**src/rtl/apb_mem_slave.sv**
```systemverilog
// Parametrised APB memory slave with programmable wait states, byte strobes
// and PSLVERR on accesses at or beyond DEPTH.
module apb_mem_slave #(
   parameter int DATA_W      = 8,
   parameter int ADDR_W      = 8,
   parameter int DEPTH       = 256,
   parameter int WAIT_CYCLES = 0
) (
   input  logic                PCLK,
   input  logic                PRSTn,
   input  logic                PSEL,
   input  logic                PENABLE,
   input  logic                PWRITE,
   input  logic [ADDR_W-1:0]   PADDR,
   input  logic [DATA_W-1:0]   PWDATA,
   input  logic [DATA_W/8-1:0] PSTRB,
   output logic [DATA_W-1:0]   PRDATA,
   output logic                PREADY,
   output logic                PSLVERR
);

   localparam int STRB_W = DATA_W / 8;
   localparam int IDX_W  = (DEPTH > 1) ? $clog2(DEPTH) : 1;
   // One extra bit so DEPTH == 2**ADDR_W is representable and never matches.
   localparam logic [ADDR_W:0] DEPTH_L = (ADDR_W + 1)'(DEPTH);
   localparam logic [3:0]      WAIT_L  = 4'(WAIT_CYCLES);

   typedef enum logic {
      IDLE,
      ACCESS
   } state_t;

   state_t            state_q, state_d;
   logic [3:0]        cnt_q, cnt_d;
   logic [ADDR_W-1:0] addr_q;
   logic              write_q;
   logic              err_q;

   logic [DATA_W-1:0] mem [DEPTH];

   logic              setup;
   logic              setup_err;
   logic              write_en;
   logic [IDX_W-1:0]  setup_idx;
   logic [IDX_W-1:0]  commit_idx;

   assign setup      = (state_q == IDLE) && PSEL && !PENABLE;
   assign setup_err  = {1'b0, PADDR} >= DEPTH_L;
   assign setup_idx  = PADDR[IDX_W-1:0];
   assign commit_idx = addr_q[IDX_W-1:0];

   assign PREADY   = (state_q == ACCESS) && (cnt_q == 4'd0) && PSEL && PENABLE;
   assign PSLVERR  = PREADY && err_q;
   assign write_en = PREADY && write_q && !err_q;

   // NOTE: every signal driven here gets a default first, so no path can
   // leave one unassigned and infer a latch.
   always_comb begin
      state_d = state_q;
      cnt_d   = cnt_q;
      case (state_q)
         IDLE: begin
            if (setup) begin
               state_d = ACCESS;
               cnt_d   = WAIT_L;
            end
         end
         ACCESS: begin
            if (!PSEL) begin
               state_d = IDLE;
            end else if (cnt_q != 4'd0) begin
               cnt_d = cnt_q - 4'd1;
            end else if (PENABLE) begin
               state_d = IDLE;
            end
         end
         default: state_d = IDLE;
      endcase
   end

   // NOTE: state registers use non-blocking assignments so every flop
   // samples pre-edge values regardless of process evaluation order.
   always_ff @(posedge PCLK or negedge PRSTn) begin
      if (!PRSTn) begin
         state_q <= IDLE;
         cnt_q   <= 4'd0;
         addr_q  <= '0;
         write_q <= 1'b0;
         err_q   <= 1'b0;
         PRDATA  <= '0;
      end else begin
         state_q <= state_d;
         cnt_q   <= cnt_d;
         if (setup) begin
            addr_q  <= PADDR;
            write_q <= PWRITE;
            err_q   <= setup_err;
            if (!PWRITE) begin
               PRDATA <= setup_err ? '0 : mem[setup_idx];
            end
         end
      end
   end

   // NOTE: the storage array has no reset; its contents are undefined until
   // written, which keeps it mappable onto plain RAM.
   always_ff @(posedge PCLK) begin
      if (write_en) begin
         for (int b = 0; b < STRB_W; b++) begin
            if (PSTRB[b]) begin
               mem[commit_idx][8*b +: 8] <= PWDATA[8*b +: 8];
            end
         end
      end
   end

endmodule

```
**config.mk**
```make
export PLATFORM = sky130hd
export DESIGN_NAME = apb_mem_slave
export DESIGN_NICKNAME = d
export VERILOG_FILES = /design/src/rtl/apb_mem_slave.sv
export SDC_FILE = /design/constraint.sdc
export NUM_CORES = 2
export LEC_CHECK = 0
export CORE_MARGIN = 4
export CORE_UTILIZATION = 35
export CTS_BUF_LIST = sky130_fd_sc_hd__clkbuf_16
export CTS_CLUSTER_SIZE = 14
export DETAILED_ROUTE_END_ITERATION = 7
export GPL_TIMING_DRIVEN = 0
export PLACE_DENSITY_LB_ADDON = 0.05
export SLEW_MARGIN = 20
export SYNTH_ARGS = -nofsm -noshare
export SYNTH_HDL_FRONTEND = slang
export SYNTH_SLANG_ARGS = --single-unit
```
**constraint.sdc**
```tcl
create_clock -name PCLK -period 4.1 [get_ports PCLK]
set_input_delay 0.82 -clock PCLK [delete_from_list [all_inputs] [get_ports PCLK]]
set_output_delay 0.82 -clock PCLK [all_outputs]
set_load 0.01 [all_outputs]
```
==> results.sh <==
export IMPL_outcome="complete, but fails checks"
export IMPL_failed_checks="negative setup slack"
export IMPL_period_share=1.06
export IMPL_drv_slew=0
export IMPL_synthCells=3909
export IMPL_timing_rr_end="mem[203][7]"
export IMPL_worstPathMaxFanout=10
export IMPL_setup_violations=194
export IMPL_nets=4231
export IMPL_grtUsageTotal=0.282
export IMPL_vdd_drop_max_v=0.000386
export IMPL_num_vias=44600
export IMPL_cap_viol_max_count=0
export IMPL_dp_cells=6989
export IMPL_p_clk_frac=0.431
export IMPL_syn_area_um2=80600
export IMPL_routabilityCongestion=0.888
export IMPL_drive_gt1_frac=0.282
export IMPL_crit_chain="clkdlybuf4s50_1, buf_4, buf_2, clkbuf_2, nand3_1, o22ai_1, nor4_1, o2111ai_1, o311ai_1"
export IMPL_seqPwrFrac=0.500
export IMPL_max_stage_delay_ns=0.76
export IMPL_critPathRequiredTime_ns=4.83
export IMPL_synthAdderAreaFrac=0.000155
export IMPL_antenna_left=0
export IMPL_grt_max_degree=109
export IMPL_synth_top_cell_by_area="edfxtp_1"
export IMPL_htreeDepth=4
export IMPL_start_kind="input port"
export IMPL_ys_seq_elements=2070
export IMPL_fp_dieW_um=488
export IMPL_path_class="in2reg"
export IMPL_synth_area_per_cell_um2=20.6
export IMPL_setup_slack_ns=-0.233
export IMPL_clock_skew_ns=0.0506
export IMPL_yosysWarnings=0
export IMPL_numCtsBuffers=225
export IMPL_num_rows=175
export IMPL_p_int_mw=35.4
export IMPL_fmax_ghz=0.231
export IMPL_synth_async_reset_ratio=0.0106
export IMPL_r2r_slack_ns=-0.09
export IMPL_p_comb_frac=0.069
export IMPL_yosysUniqueCellTypes=70
export IMPL_final_cells=7420
export IMPL_yosys_area_share_simple=0.0306
export IMPL_power_density_nw_per_um2=496
export IMPL_clk_latency_ns=0.90
export IMPL_yosysSeqAreaShare=0.770
export IMPL_dr_pass1_iters=5
export IMPL_fill_cells=20300
export IMPL_areaGrowthSynthToFinish_pct=16.9
export IMPL_crit_path_end_kind="register"
export IMPL_synth_area_leaders="edfxtp_1 (76%), mux4_2 (12%), mux2i_1 (2.7%), nor2_1 (1.4%), dfrtp_1 (0.68%)"
export IMPL_dieArea_um2=238000
export IMPL_finalHoldViolations=0
export IMPL_rsz0062_at_grt="yes"
export IMPL_remaining_drc_errors=0
export IMPL_yosys_mux_area_fraction=0.147
export IMPL_grt_overflow=0
export IMPL_netSwitchingPower_mw=11.3
export IMPL_die_h_um=488
export IMPL_grt_pass1_wl_mm=437
export IMPL_synth_compound_area_share=0.0344
export IMPL_r2r_worst_path_cells=10
export IMPL_fin_crit_ns=4.33
export IMPL_ioPinCount=32
export IMPL_clk_pin_slew_worst_paths_ns=0.06
export IMPL_core_area_um2=228000
export IMPL_initial_core_util=0.353
export IMPL_sw_frac_of_total=0.243
export IMPL_synth_nets=3932
export IMPL_drtIter0Drc=6671
export IMPL_grt_antenna_before_repair=27
export IMPL_hold_path_class="in2async"
export IMPL_slew_limit_headroom=0.0887
export IMPL_port_buffers=28
export IMPL_clock_path_buffers=3
export IMPL_worst_path_max_delay_cell="o22ai_1"
export IMPL_synth_top_flop_cell="edfxtp_1"
export IMPL_grt_pass1_vias=43300
export IMPL_startpoint="PADDR[2]"
export IMPL_wl_mm=339
export IMPL_wl_per_cell_um=45.6
export IMPL_cts_tree="built"
export IMPL_synth_top_area_share=0.763
export IMPL_cts_sinks=2070
export IMPL_cts_root_buf="clkbuf_16"
export IMPL_yosys_area_share_xor_xnor=0.000109
export IMPL_synth_top_family_by_area="multiplexers"
export IMPL_p_total_mw=46.7
export IMPL_p_leak_nw=29.4
export IMPL_worstMarginPinSlew_ns=1.36
export IMPL_rr_startpoint="cnt_q[0]"
export IMPL_avgViaCountPerCell=6.01
export IMPL_crit_arrival_ns=5.07
export IMPL_synth_edff_count=2048
export IMPL_hpwl_mm=228
==> synthesized netlist by cell type (30+ instances only) <==
cell and instances:
clkbuf_1 92, nand2_1 91, mux4_2 422, o221ai_1 50, nor2_1 295, mux2i_1 217
buf_4 35, o22ai_1 66, a22oi_1 65, nor3_1 32, a21oi_1 47, edfxtp_1 2048
o21ai_0 42, a211oi_1 34, buf_6 30, nand3_1 47, buf_2 60
==> stage by stage <==
| stage | worst slack [ns] | util | instance area (µm²) | setup TNS, ns | hold slack, ns |
|---|---|---|---|---|---|
| 2_1_floorplan | 1.10 | - | 80600 | 0 | 0.480 |
| 3_3_place_gp | -7.05 | 0.371 | 84600 | - | 0.497 |
| 3_5_place_dp | -2.09 | 0.376 | 85800 | -1005.59 | 0.497 |
| 4_1_cts | -0.107 | 0.412 | 93900 | -1.57 | 0.227 |
| 5_1_grt | -0.156 | 0.413 | 94200 | -40.08 | 0.265 |
| 6_report | -0.233 | 0.413 | 94200 | -7.58 | 0.290 |
==> worst max-delay path, delay by kind of cell <==
| kind | cells | cell delay [ns] |
|---|---|---|
| compound gates | 3 | 1.58 |
| simple gates | 2 | 0.66 |
| buf+inv | 4 | 1.97 |
==> worst max path at each step <==
| stage | slack [ns] | endpoint |
|---|---|---|
| final | -0.23 | PRDATA[3] |
| after floorplan | 1.10 | mem[220][0] |
| after global routing | -0.16 | mem[169][1] |
| after CTS | -0.11 | PRDATA[1] |
| after global placement | -7.05 | mem[40][2] |
| after detailed placement | -2.09 | PRDATA[1] |
==> kinds of logic (layout without fill, tap and decap cells) <==
group	after synthesis	in the layout
buffers and inverters	239	727
flip-flops	2070	2070
XOR/XNOR	1	1
other	1	15
AO/OA/AOI/OAI	384	384
multiplexers	657	657
AND/OR/NAND/NOR	556	556
adder cells (fa/ha/maj)	1	1
==> area by class of cell <==
type	instances	area, µm²	share of cell area
sequential	2070	62000	0.659
tap	3009	3760	0.0400
inverter	11	43.8	0.000465
buffer	225	1500	0.0159
antenna	14	35.0	0.000372
clock inverter	188	1490	0.0158
multi-input combinational	1600	18300	0.194
timing repair buffer	75	1360	0.0144
clock buffer	228	5710	0.0606
==> registers in the layout (all words and copies together) (netlist names) <==
signal and cells:
mem 2048, PRDATA 8, addr_q 8, cnt_q 4, state_q 1, write_q 1
==> routing by layer <==
metal	part of all wire	GRT usage
met1	0.43	0.400
met2	0.45	0.429
met3	0.080	0.0590
met4	0.042	0.107
met5	0	0
==> placed cells by master (no fill, tap or decap), types with 47 or more instances in the layout <==
cell type,Yosys,layout
a21oi_1,47,47
a22oi_1,65,63
buf_4,35,60
clkbuf_16,0,228
clkbuf_2,0,49
clkinv_1,2,57
clkinv_2,0,54
edfxtp_1,2048,2048
inv_1,8,51
mux2i_1,217,215
mux4_2,422,422
nand2_1,91,79
nor2_1,295,117
nor2_2,0,86
nor2_4,0,92
o221ai_1,50,48
o22ai_1,66,64
==> power by group through the flow <==
stage	Clock (mW)	Sequential [mW]	Combinational (mW)
after floorplan	0	23.8	1.18
after global placement	0	24.1	3.01
after detailed placement	0	23.8	3.12
after CTS	20.3	23.4	3.18
after global routing	21.2	23.4	3.25
final	20.1	23.4	3.24
==> what timing repair did <==
item | in CTS | in global routing
hold buffers | 1 | 0
setup buffers | 3 | 0
pin swaps | 1 | 1
hold endpoints to repair | 22 | 0
resized for setup | 294 | 57
setup endpoints to repair | 1430 | 830
Power figures use the tool's default switching activity.
